### src/rtl/kpn_queue_write_arbiter_pkg.sv
// Shared constants and helpers for the KPN queue write arbiter.
// Optional statistics are enabled by defining KPN_ARB_STATS_EN.
package kpn_arb_pkg;

  localparam int unsigned STALL_W = 32;

  function automatic int unsigned fifo_depth(input int unsigned elements);
    return 32'd1 << elements;
  endfunction

  // One extra bit so a completely full FIFO (DEPTH) is representable.
  function automatic int unsigned occ_width(input int unsigned elements);
    return elements + 32'd1;
  endfunction

  function automatic int unsigned word_lsb(input int unsigned idx, input int unsigned bits);
    return idx * bits;
  endfunction

endpackage

### src/rtl/kpn_queue_write_arbiter_picker.sv
// Combinational round-robin picker: first eligible requester after `last`, wrapping.
module rr_priority_picker
  import kpn_arb_pkg::*;
#(
  parameter int unsigned N     = 4,
  parameter int unsigned IDX_W = $clog2(N)
) (
  input  logic [N-1:0]     eligible_i,
  input  logic [IDX_W-1:0] last_i,
  output logic [N-1:0]     onehot_o,
  output logic             valid_o,
  output logic [IDX_W-1:0] idx_o
);

  logic found_s;

  // Scan last+1 .. last+N modulo N; the first eligible hit wins.
  always_comb begin
    onehot_o = '0;
    valid_o  = 1'b0;
    idx_o    = '0;
    found_s  = 1'b0;
    for (int k = 1; k <= int'(N); k++) begin
      int j;
      j = int'(last_i) + k;
      if (j >= int'(N)) begin
        j = j - int'(N);
      end else begin
        j = j;
      end
      if (!found_s && eligible_i[j]) begin
        found_s     = 1'b1;
        valid_o     = 1'b1;
        idx_o       = IDX_W'(j);
        onehot_o[j] = 1'b1;
      end else begin
        found_s = found_s;
      end
    end
  end

endmodule

### src/rtl/kpn_queue_write_arbiter.sv
// Round-robin arbiter sharing one KPN FIFO write port, with credit tracking.
// Define KPN_ARB_STATS_EN to add the stall_cycles_o statistics output.
module kpn_queue_write_arbiter
  import kpn_arb_pkg::*;
#(
  parameter int unsigned BITS_NUMBER              = 16,
  parameter int unsigned FIFO_ELEMENTS            = 5,
  parameter int unsigned REQUESTERS               = 4,
  parameter int unsigned NUMBER_OF_PRECHARGE_DATA = 0
) (
  input  logic                              clk_i,
  input  logic                              rst_i,
  input  logic [REQUESTERS-1:0]             req_i,
  input  logic [REQUESTERS*BITS_NUMBER-1:0] req_data_i,
  output logic [REQUESTERS-1:0]             grant_o,
  output logic                              fifo_wr_o,
  output logic [BITS_NUMBER-1:0]            fifo_entry_o,
  input  logic                              fifo_rd_i,
  input  logic                              fifo_empty_i,
  output logic [FIFO_ELEMENTS:0]            occupancy_o
`ifdef KPN_ARB_STATS_EN
  ,
  output logic [STALL_W-1:0]                stall_cycles_o
`endif
);

  localparam int unsigned DEPTH = fifo_depth(FIFO_ELEMENTS);
  localparam int unsigned OCC_W = occ_width(FIFO_ELEMENTS);
  localparam int unsigned IDX_W = $clog2(REQUESTERS);

  logic [REQUESTERS-1:0]  grant_q, grant_d;
  logic                   wr_q, wr_d;
  logic [BITS_NUMBER-1:0] entry_q, entry_d;
  logic [OCC_W-1:0]       occ_q, occ_d;
  logic [IDX_W-1:0]       last_q, last_d;

  logic [REQUESTERS-1:0]  eligible_s;
  logic [REQUESTERS-1:0]  pick_onehot_s;
  logic                   pick_valid_s;
  logic [IDX_W-1:0]       pick_idx_s;
  logic                   space_s;
  logic                   issue_s;
  logic                   dec_s;

  // The requester granted this cycle is masked while it updates req/data.
  assign eligible_s = req_i & ~grant_q;
  assign space_s    = (occ_q < OCC_W'(DEPTH));
  assign issue_s    = pick_valid_s & space_s;
  assign dec_s      = fifo_rd_i & ~fifo_empty_i & (occ_q != '0);

  rr_priority_picker #(
    .N     (REQUESTERS),
    .IDX_W (IDX_W)
  ) u_picker (
    .eligible_i (eligible_s),
    .last_i     (last_q),
    .onehot_o   (pick_onehot_s),
    .valid_o    (pick_valid_s),
    .idx_o      (pick_idx_s)
  );

  always_comb begin
    grant_d = '0;
    wr_d    = 1'b0;
    entry_d = entry_q;
    last_d  = last_q;
    if (issue_s) begin
      grant_d = pick_onehot_s;
      wr_d    = 1'b1;
      entry_d = req_data_i[word_lsb(32'(pick_idx_s), BITS_NUMBER) +: BITS_NUMBER];
      last_d  = pick_idx_s;
    end else begin
      grant_d = '0;
      wr_d    = 1'b0;
    end
  end

  // A counted read and a write at the same edge cancel out.
  always_comb begin
    occ_d = occ_q;
    case ({issue_s, dec_s})
      2'b10:   occ_d = occ_q + OCC_W'(1);
      2'b01:   occ_d = occ_q - OCC_W'(1);
      default: occ_d = occ_q;
    endcase
  end

  always_ff @(posedge clk_i) begin
    if (rst_i) begin
      grant_q <= '0;
      wr_q    <= 1'b0;
      entry_q <= '0;
      occ_q   <= OCC_W'(NUMBER_OF_PRECHARGE_DATA);
      last_q  <= IDX_W'(REQUESTERS - 1);
    end else begin
      grant_q <= grant_d;
      wr_q    <= wr_d;
      entry_q <= entry_d;
      occ_q   <= occ_d;
      last_q  <= last_d;
    end
  end

  assign grant_o      = grant_q;
  assign fifo_wr_o    = wr_q;
  assign fifo_entry_o = entry_q;
  assign occupancy_o  = occ_q;

`ifdef KPN_ARB_STATS_EN
  logic [STALL_W-1:0] stall_q, stall_d;

  // Count cycles where someone wants to write but the FIFO is full; saturate.
  always_comb begin
    stall_d = stall_q;
    if ((|eligible_s) && !space_s && (stall_q != {STALL_W{1'b1}})) begin
      stall_d = stall_q + 32'd1;
    end else begin
      stall_d = stall_q;
    end
  end

  always_ff @(posedge clk_i) begin
    if (rst_i) begin
      stall_q <= '0;
    end else begin
      stall_q <= stall_d;
    end
  end

  assign stall_cycles_o = stall_q;
`endif

endmodule

### config.mk
export PLATFORM = sky130hd
export DESIGN_NAME = kpn_queue_write_arbiter
export DESIGN_NICKNAME = d
export VERILOG_FILES = /design/src/rtl/kpn_queue_write_arbiter_pkg.sv /design/src/rtl/kpn_queue_write_arbiter_picker.sv /design/src/rtl/kpn_queue_write_arbiter.sv
export SDC_FILE = /design/constraint.sdc
export NUM_CORES = 1
export LEC_CHECK = 0
export CAP_MARGIN = 20
export CORE_MARGIN = 2
export CORE_UTILIZATION = 40
export DETAILED_ROUTE_END_ITERATION = 16
export MAX_ROUTING_LAYER = met4
export PLACE_DENSITY = 0.78
export SYNTH_ARGS = -nofsm -noshare
export SYNTH_HDL_FRONTEND = slang
export SYNTH_HIERARCHICAL = 1
export SYNTH_SLANG_ARGS = --single-unit
export TNS_END_PERCENT = 20
### constraint.sdc
create_clock -name clk_i -period 4.2 [get_ports clk_i]
set_input_delay 0.84 -clock clk_i [delete_from_list [all_inputs] [get_ports clk_i]]
set_output_delay 0.84 -clock clk_i [all_outputs]
set_load 0.01 [all_outputs]
# ---- Yosys cells after proc, flatten, opt, wreduce, memory -nomap -nowiden
# Index checks and enable logic that the tools add are counted.
dict set report totals {
  register_bits 29
  input_bits 72
  output_inout_bits 27
}
dict set report op_classes {
  addsub 10
  order_cmp 13
  n_eq_ne 2
  n_shift 1
  n_mux 38
  bitwise_logic 10
  n_reduce_logical 13
}
# cell n
set ops {}
lappend ops {{$ge A32 B1 Y1 const B} 4}
lappend ops {{$ge A32 B4 Y1 const B} 4}
lappend ops {{$lt A32 B4 Y1 const B} 4}
lappend ops {{$mux W32} 4}
lappend ops {{$sub A32 B4 Y32 const B} 4}
lappend ops {{$shiftx A64 B7 Y16} 1}
lappend ops {{$mux W1} 17}
lappend ops {{$mux W4} 4}
lappend ops {{$or A4 B4 Y4} 3}
lappend ops {{$pmux W6 S2} 1}
lappend ops {{$bmux W1 S2} 4}
lappend ops {{$demux W1 S2} 4}
lappend ops {{$mux W2} 4}
lappend ops {{$logic_and A1 B1 Y1} 7}
lappend ops {{$add A2 B2 Y3 const B} 2}
lappend ops {{$add A6 B1 Y6 const B} 1}
lappend ops {{$lt A6 B6 Y1 const B} 1}
lappend ops {{$reduce_bool A6 Y1} 1}
lappend ops {{$sub A6 B1 Y6 const B} 1}
lappend ops {{$add A2 B3 Y4 const B} 1}
lappend ops {{$and A4 B4 Y4} 1}
lappend ops {{$not A4 Y4} 1}
lappend ops {{$add A2 B1 Y3 const B} 1}
lappend ops {{$and A1 B1 Y1} 3}
lappend ops {{other kinds (6)} 9}

# ---- Depth between registers and ports, before layout
# Gate-level depths: netlist of the first run.
dict set report logic_depth {
  depth_word 19
  mapped_depth 20
  depth_no_buf 14
}

# ---- Cells and area by module
# Netlist of the first run, hierarchy kept.
# module n_inst cells_per_inst area_each_um2 seq_area_each_um2
set modules_own_cells {}
lappend modules_own_cells {kpn_queue_write_arbiter 1 187 1767.9 580.6}
lappend modules_own_cells {rr_priority_picker 1 83 661.9 0.0}

# ---- Worst setup path after synthesis of the first run
# OpenSTA, ideal clock, no wires.
dict set report synth_timing {
  path_kind {reg2reg}
  start {register last_q[0]}
  end {register occ_q[4] (netlist: occupancy_o[4])}
  arrival_ns 4.034
  t_required_ns 4.062
  setup_slack_ns 0.027
  path_stages_with_launch 21
  n_path_buf 6
  period_less_slack_ns 4.173
  path_cell_list {dfxtp_1 > buf_2 > buf_2 > inv_1 > ha_1 > mux4_2 > buf_2 > nor2_1 > nand2_1 > nor2b_1 > buf_2 > inv_2 > buf_2 > ha_1 > buf_6 > xor2_1 > ha_1 > nor2b_1 > o32ai_1 > mux2i_1 > o2111ai_1}
}
dict set report synth_via {
  elab_chain_cells 19
}
# item line
set synth_rtl {}
lappend synth_rtl {{start, declared} kpn_queue_write_arbiter.sv:35} ;# logic [IDX_W-1:0] last_q, last_d;
lappend synth_rtl {{start signal, assigned} kpn_queue_write_arbiter.sv:94} ;# last_q <= IDX_W'(REQUESTERS - 1);
lappend synth_rtl {{start signal, assigned} kpn_queue_write_arbiter.sv:100} ;# last_q <= last_d;
lappend synth_rtl {{$add A2 B1 Y3} kpn_queue_write_arbiter_picker.sv:25} ;# j = int'(last_i) + k;
lappend synth_rtl {{$sub A32 B4 Y32 or $ge A32 B4 Y1 (tied branches)} {kpn_queue_write_arbiter_picker.sv:27, kpn_queue_write_arbiter_picker.sv:26}}
lappend synth_rtl {{$mux W32} kpn_queue_write_arbiter_picker.sv:26} ;# if (j >= int'(N)) begin
lappend synth_rtl {{$bmux W1 S2} kpn_queue_write_arbiter_picker.sv:31} ;# if (!found_s && eligible_i[j]) begin
lappend synth_rtl {{$mux W1 (implied by the code) (2 in series)} kpn_queue_write_arbiter_picker.sv:31}
lappend synth_rtl {{$mux W1} kpn_queue_write_arbiter_picker.sv:31}
lappend synth_rtl {{$logic_not A1 Y1} kpn_queue_write_arbiter_picker.sv:31}
lappend synth_rtl {{$logic_and A1 B1 Y1} kpn_queue_write_arbiter_picker.sv:31}
lappend synth_rtl {{[3 not listed]} n/a}
lappend synth_rtl {{$mux W1} kpn_queue_write_arbiter_picker.sv:31}
lappend synth_rtl {{$logic_not A1 Y1} kpn_queue_write_arbiter_picker.sv:31}
lappend synth_rtl {{$logic_and A1 B1 Y1} kpn_queue_write_arbiter_picker.sv:31}
lappend synth_rtl {{$mux W1 (*)} kpn_queue_write_arbiter_picker.sv:31}
lappend synth_rtl {{net pick_valid_s} kpn_queue_write_arbiter.sv:39} ;# logic pick_valid_s;
lappend synth_rtl {{$and A1 B1 Y1 (*)} kpn_queue_write_arbiter.sv:48} ;# assign issue_s = pick_valid_s & space_s;
lappend synth_rtl {{$eq A2 B1 Y1 or $eq A2 B2 Y1 (tied branches)} kpn_queue_write_arbiter.sv:81} ;# case ({issue_s, dec_s})
lappend synth_rtl {{$pmux W6 S2 or $reduce_bool A2 Y1 (tied branches)} n/a}
lappend synth_rtl {{end signal, assigned} kpn_queue_write_arbiter.sv:93} ;# occ_q <= OCC_W'(NUMBER_OF_PRECHARGE_DATA);
lappend synth_rtl {{end, declared} kpn_queue_write_arbiter.sv:34} ;# logic [OCC_W-1:0] occ_q, occ_d;
# Mark *: on every way through the listed nets, which the timed path passes. The rest lies on a longest branch. The select of a mux whose other input is x is not followed.
# A chain may end at the register's enable or synchronous reset.

# ---- Final worst setup path of the first run
dict set report layout_timing {
  start {input port req_i[0]}
  end {register occ_q[4] (netlist: occupancy_o[4])}
}
dict set report layout_via {
  elab_chain_cells 17
}
# item line
set layout_rtl {}
lappend layout_rtl {{start, declared} kpn_queue_write_arbiter.sv:13} ;# input logic [REQUESTERS-1:0] req_i,
lappend layout_rtl {{$and A4 B4 Y4 (*)} kpn_queue_write_arbiter.sv:46} ;# assign eligible_s = req_i & ~grant_q;
lappend layout_rtl {{net eligible_s[0]} kpn_queue_write_arbiter.sv:37} ;# logic [REQUESTERS-1:0] eligible_s;
lappend layout_rtl {{$bmux W1 S2} kpn_queue_write_arbiter_picker.sv:31}
lappend layout_rtl {{$mux W1 (implied by the code) (2 in series)} kpn_queue_write_arbiter_picker.sv:31}
lappend layout_rtl {{$mux W1} kpn_queue_write_arbiter_picker.sv:31}
lappend layout_rtl {{$logic_not A1 Y1} kpn_queue_write_arbiter_picker.sv:31}
lappend layout_rtl {{$logic_and A1 B1 Y1} kpn_queue_write_arbiter_picker.sv:31}
lappend layout_rtl {{$mux W1} kpn_queue_write_arbiter_picker.sv:31}
lappend layout_rtl {{[2 not listed]} n/a}
lappend layout_rtl {{$mux W1} kpn_queue_write_arbiter_picker.sv:31}
lappend layout_rtl {{$logic_not A1 Y1} kpn_queue_write_arbiter_picker.sv:31}
lappend layout_rtl {{$logic_and A1 B1 Y1} kpn_queue_write_arbiter_picker.sv:31}
lappend layout_rtl {{$mux W1 (*)} kpn_queue_write_arbiter_picker.sv:31}
lappend layout_rtl {{net pick_valid_s} kpn_queue_write_arbiter.sv:39}
lappend layout_rtl {{$and A1 B1 Y1 (*)} kpn_queue_write_arbiter.sv:48}
lappend layout_rtl {{$eq A2 B1 Y1 or $eq A2 B2 Y1 (tied branches)} kpn_queue_write_arbiter.sv:81}
lappend layout_rtl {{$pmux W6 S2 or $reduce_bool A2 Y1 (tied branches)} n/a}
# Marks and branches as above.

==> results of run 1 <==
[cells by family after synthesis]
| group | share of synthesized area [%] |
|---|---|
| AND/OR/NAND/NOR | 21.7 |
| multiplexers | 23.2 |
| buffers and inverters | 7.88 |
| flip-flops | 23.9 |
| AO/OA/AOI/OAI | 16.3 |
| adder cells (fa/ha/maj) | 5.66 |
| XOR/XNOR | 1.44 |
[per-stage QoR]
step                instance area (sq um)  utilization (%)  setup slack (ps)  total power (uW)  hold WS, ps
floorplan                            2430                -              27.4              1850          481
global placement                     3420             58.2               258              2260          441
detailed placement                   3420             58.2               174              2300          448
CTS                                  3540             60.2               444              2610          457
global route                         3540             60.2               135              2810          474
finish                               3540             60.2               416              2600          453
[power by group]
group	switching [uW]	total [uW]	internal, uW
logic	894	1830	935
registers	82.8	462	380
clock network	111	304	193
[tightest hold or removal path, stage by stage, from the launching register on]
cell,delay (ps)
sky130_fd_sc_hd__dfxtp_1,310
sky130_fd_sc_hd__nand2_1,50
sky130_fd_sc_hd__a21oi_1,50
[synth_stat cells, drive strengths merged (4+ instances only)]
library cell | n | area share (%)
mux4 | 20 | 19
dfxtp | 29 | 24
nand2b | 6 | 1.5
and2 | 4 | 1.0
nor2b | 12 | 3.1
a211oi | 5 | 1.5
mux2i | 9 | 3.7
ha | 11 | 5.7
o21ai | 8 | 1.6
buf | 21 | 6.3
inv | 6 | 0.93
nand2 | 50 | 7.7
o22ai | 10 | 2.6
clkbuf | 4 | 0.62
nor2 | 8 | 1.3
a21oi | 23 | 4.9
[routing by layer]
metal / wire, microns / GRT usage, % / share of wire, % / vias up
li1: - / - / - / 1163
met1: 2580 / 23.5 / 41 / 1135
met2: 3230 / 33.3 / 51 / 84
met3: 447 / 4.62 / 7.1 / 2
met4: 27 / 4.67 / 0.43 / 0
met5: 0 / - / 0 / -
[area by class of cell]
type	instances	area [sq um]	area share, %
clock inverters	1	30.0	0.848
multi-input cells	210	1660	47.0
flip-flops and latches	29	581	16.4
well taps	75	93.8	2.65
clock buffers	7	86.3	2.44
repair buffers	109	1060	30.0
inverters	6	22.5	0.636
[state kept, by name (all words and copies together) (netlist names)]
name and flops:
grant_o 4, fifo_entry_o 16, fifo_wr_o 1, last_q 2, occupancy_o 6
[worst max path at each step]
stage | startpoint | end | cells past startpoint
2_1_floorplan | last_q[0] | occupancy_o[4] | 20
5_1_grt | req_i[0] | occupancy_o[4] | 14
6_report | req_i[0] | occupancy_o[4] | 14
4_1_cts | req_i[0] | occupancy_o[4] | 14
3_5_place_dp | req_i[0] | occupancy_o[4] | 14
3_3_place_gp | req_i[0] | occupancy_o[4] | 14
==> impl_metrics.tcl, run 1 <==
set metrics [dict create \
    run_status "finished clean" \
    setup_violations 0 \
    synth.net_count 353 \
    critical_path.max_stage_delay_ps 440 \
    clock_sink_count 29 \
    worstHoldPathCells 2 \
    cts_inserted_buffers 5 \
    dr_total_vias 2384 \
    grt_use_total_pct 19.6 \
    dieArea_sq_um 6710 \
    clock_skew_ps 2.00 \
    first_global_vias 2269 \
    power-per-cell-area_nw_per_um2 733 \
    cts_htree_levels 2 \
    leakage_uw 0.00137 \
    synth_sequential_area_ratio_pct 23.9 \
    fin_max_slew_vios 0 \
    ys.flop_type "sky130_fd_sc_hd__dfxtp_1" \
    instances_no_fill 437 \
    final.fill_count 558 \
    first_iter_violations 117 \
    synth_async_sr_flop_share_pct 0 \
    layout_commonest_cell "sky130_fd_sc_hd__clkdlybuf4s50_1" \
    worst_slew_pin_tran_ps 1080 \
    drc 0 \
    die_y_microns 81.9 \
    number_of_vias_per_cell_after_detailed_routing 5.46 \
    path_cells "clkdlybuf4s50_1, nor2b_1, mux4_2, nor2_1, nand2_1, nor2b_1, inv_2, ha_1, xor2_1, ha_1, nor2b_1, o32ai_1, mux2i_1, o2111ai_1" \
    cpLargestDelayFamily "simple AND/OR/NAND/NOR gates" \
    worst_path_max_delay_cell "sky130_fd_sc_hd__clkdlybuf4s50_1" \
    die_w_microns 81.9 \
    maxCapViolations 0 \
    drive_above_1_share_pct 12.7 \
    maxClockFrequency_mhz 264 \
    drtAntennaViolNets 0 \
    synth_area_sq_um 2430 \
    path_buf_inv 2 \
    timing.slew.headroom_pct 27.7 \
    postCtsHoldBufs 0 \
    critical_path.most_common_cell "sky130_fd_sc_hd__nor2b_1" \
    reg2reg_slack_ps 650 \
    design.final.nets 444 \
    clk_pin_slew_worst_paths_ps 60 \
    totalNegativeSetupSlack_ps 0 \
    cts-root-buf "sky130_fd_sc_hd__clkbuf_8" \
    gp_congestion 0.913 \
    num_rows 28 \
    detailedRoute.firstPassIterationCount 4 \
    yosysWarningCount 6 \
    synth_cell_type_count 47 \
    avgSynthCellArea_sq_um 9.00 \
    crit_path_class "primary input to flip-flop" \
    grt_setup_unrepaired "false" \
    port_buffers 98 \
    area_growth_syn_to_layout_pct 45.7 \
    antenna_found_initial 0 \
    critical_path.max_fanout 9 \
    cp-start-kind "primary input" \
    dp_hpwl_microns 4720 \
    worst_setup_path_end_kind "flip-flop" \
    regToRegStartpoint "last_q[1]" \
    final_cell_mix "sky130_fd_sc_hd__clkdlybuf4s50_1 (98), sky130_fd_sc_hd__nand2_1 (50), sky130_fd_sc_hd__dfxtp_1 (29)" \
    grt_max_degree 29 \
    ir_drop_mv 0.402 \
    cts_max_path_buffers 2 \
    post-cts-setup-buffers 0 \
    dpl.cell_count 429 \
    core_region_area_sq_um 5890 \
    crit_arrival_ps 3900 \
    depth_of_the_most_critical_reg_to_reg_path 13 \
    grt.overflow.total 0 \
    tritoncts_clock_tree "done" \
    syn-instance-count 270 \
    final_critical_period_ps 3780 \
    synth-edff-count 0 \
    synth.ff_latch_count 29 \
    post_route_wl_microns 6280 \
    first_pass_grt_wire_length_microns 9980 \
    num_antenna_cells 0 \
    worstHoldPathType "flip-flop to flip-flop" \
    timing.final.crit_share_pct 90.1 \
    endpoint_worst_hold "fifo_entry_o[7]" \
    pin_count 99 \
    routedWlPerCell_microns 14.4 \
    hold_viol_final 0 \
    timing.rr.end "occupancy_o[3]" \
    ctsResizeCount 0 \
    initial_core_util_pct 41.3 \
    worst_ep_required_time_ps 4320 \
    hold_path_startpoint "fifo_entry_o[7]" \
    clk-insertion-delay-late_ps 280 \
]
No activity file was read; power rests on OpenSTA's default activity.
==> run 2, diff against run 1 <==
--- a/config.mk
+++ b/config.mk
@@ -7,3 +7,3 @@
 export LEC_CHECK = 0
-export CAP_MARGIN = 20
+export CAP_MARGIN = 25
 export CORE_MARGIN = 2
==> constraint.sdc (replaced) <==
create_clock -name clk_i -period 4.2 [get_ports clk_i]
set_input_delay 1.05 -clock clk_i [delete_from_list [all_inputs] [get_ports clk_i]]
set_output_delay 1.05 -clock clk_i [all_outputs]
set_load 0.01 [all_outputs]
==> impl_metrics.tcl, run 2 (same netlist as run 1, synthesis figures left out) <==
set metrics [dict create \
    run_status "finished clean" \
    pin_count 99 \
    dieArea_sq_um 6710 \
    finalCoreUtilization_pct 60.6 \
    first_iter_violations 113 \
    worstHoldPathType "flip-flop to flip-flop" \
    cp-start-kind "primary input" \
    clk-insertion-delay-late_ps 280 \
    crit_path_class "primary input to flip-flop" \
    core_region_area_sq_um 5890 \
    num_rows 28 \
    design.final.nets 446 \
    power-per-cell-area_nw_per_um2 728 \
    die_w_microns 81.9 \
    worst_setup_path_end_kind "flip-flop" \
    grt_use_total_pct 19.2 \
    port_buffers 98 \
    antenna_found_initial 0 \
    tritoncts_clock_tree "done" \
    worst_ep_required_time_ps 4350 \
    final_cell_mix "sky130_fd_sc_hd__clkdlybuf4s50_1 (98), sky130_fd_sc_hd__nand2_1 (50), sky130_fd_sc_hd__dfxtp_1 (29)" \
    cts_inserted_buffers 5 \
    dp_hpwl_microns 4750 \
    grt_max_degree 29 \
    clock_sink_count 29 \
    area_growth_syn_to_layout_pct 46.8 \
    leakage_uw 0.00138 \
    grt_setup_unrepaired "false" \
    dr_total_vias 2388 \
    maxCapViolations 0 \
    drtAntennaViolNets 0 \
    setup_violations 0 \
    drive_above_1_share_pct 13.5 \
    timing.slew.headroom_pct 64.1 \
    ir_drop_mv 0.344 \
    fin_max_slew_vios 0 \
    number_of_flip_flops_in_the_largest_register 16 \
    first_global_vias 2277 \
    critical_path.max_fanout 7 \
    clock_skew_ps 1.04 \
    first_pass_grt_wire_length_microns 9770 \
    report.power.total_uw 2590 \
    detailed_place.area_sq_um 3430 \
    timing.final.crit_share_pct 94.3 \
    crit_path_start "req_i[1]" \
    cts_htree_levels 2 \
    hold_path_startpoint "fifo_entry_o[8]" \
    cts-root-buf "sky130_fd_sc_hd__clkbuf_8" \
    detailedRoute.firstPassIterationCount 4 \
    regToRegStartpoint "last_q[1]" \
    num_antenna_cells 0 \
    die_y_microns 81.9 \
    layout_commonest_cell "sky130_fd_sc_hd__clkdlybuf4s50_1" \
    post_route_wl_microns 6290 \
    cts_max_path_buffers 2 \
    clk_pin_slew_worst_paths_ps 60 \
    routedWlPerCell_microns 14.3 \
    worst_slew_pin_tran_ps 523 \
    grt.overflow.total 0 \
    initial_core_util_pct 41.3 \
    crit_arrival_ps 4110 \
    gp_congestion 0.886 \
    maxClockFrequency_mhz 253 \
    fin_area_sq_um 3570 \
    hold_viol_final 0 \
    number_of_vias_per_cell_after_detailed_routing 5.44 \
    drc 0 \
    final_critical_period_ps 3960 \
]
run 2: report_power, final:
part	switching, uW	total (uW)	leakage [uW]	internal [uW]
clock	108	301	0.0000585	193
combinational	892	1830	0.00108	939
sequential	84.3	464	0.000240	379
run 2: through the flow:
stage                     hold WS, ps  setup WS (ps)  TNS (ps)  cells
final                             453            241         0    439
after global routing              466           23.4         0    439
after CTS                         455            192         0    438
after detailed placement          448           -102      -111    430
after global placement            441           44.2         0    430
after floorplan                   481           27.4         0    270
run 2: timing repair:
action,4_1_cts,5_1_grt
setup buffers,0,0
hold buffers,0,0
gates resized for setup,0,1
endpoints found under the setup margin,0,1
run 2: final timing paths:
check / to / slack (ps) / cells past startpoint
setup / recovery: occupancy_o[4] / 240 / 14
hold / removal: fifo_entry_o[8] / 450 / 2
setup reg to reg: occupancy_o[4] / 750 / 14
hold reg to reg: fifo_entry_o[8] / 450 / 2
run 2: final cells by class:
| cell class | count | area, sq um |
|---|---|---|
| clock buffer | 7 | 86.3 |
| clock inverter | 1 | 30.0 |
| fill | 525 | 2320 |
| inverter | 6 | 22.5 |
| multi-input combinational | 210 | 1670 |
| sequential | 29 | 581 |
| tap | 75 | 93.8 |
| timing repair buffer | 111 | 1090 |
run 2: worst max-delay path, stage by stage:
cell and delay, ps:
sky130_fd_sc_hd__clkdlybuf4s50_1 450, sky130_fd_sc_hd__nor2b_1 410, sky130_fd_sc_hd__mux4_2 410, sky130_fd_sc_hd__nor2_1 80, sky130_fd_sc_hd__nand2_1 60, sky130_fd_sc_hd__nor2b_1 210, sky130_fd_sc_hd__inv_2 60, sky130_fd_sc_hd__ha_1 230
sky130_fd_sc_hd__xor2_1 150, sky130_fd_sc_hd__ha_1 240, sky130_fd_sc_hd__nor2b_1 140, sky130_fd_sc_hd__o32ai_1 290, sky130_fd_sc_hd__mux2i_1 240, sky130_fd_sc_hd__o2111ai_1 110
run 2: per-layer routing:
metal	part of all wire (%)	track usage (%)
met4	1.4	7.83
met1	41	22.2
met3	5.8	3.74
met5	0	-
met2	51	32.5
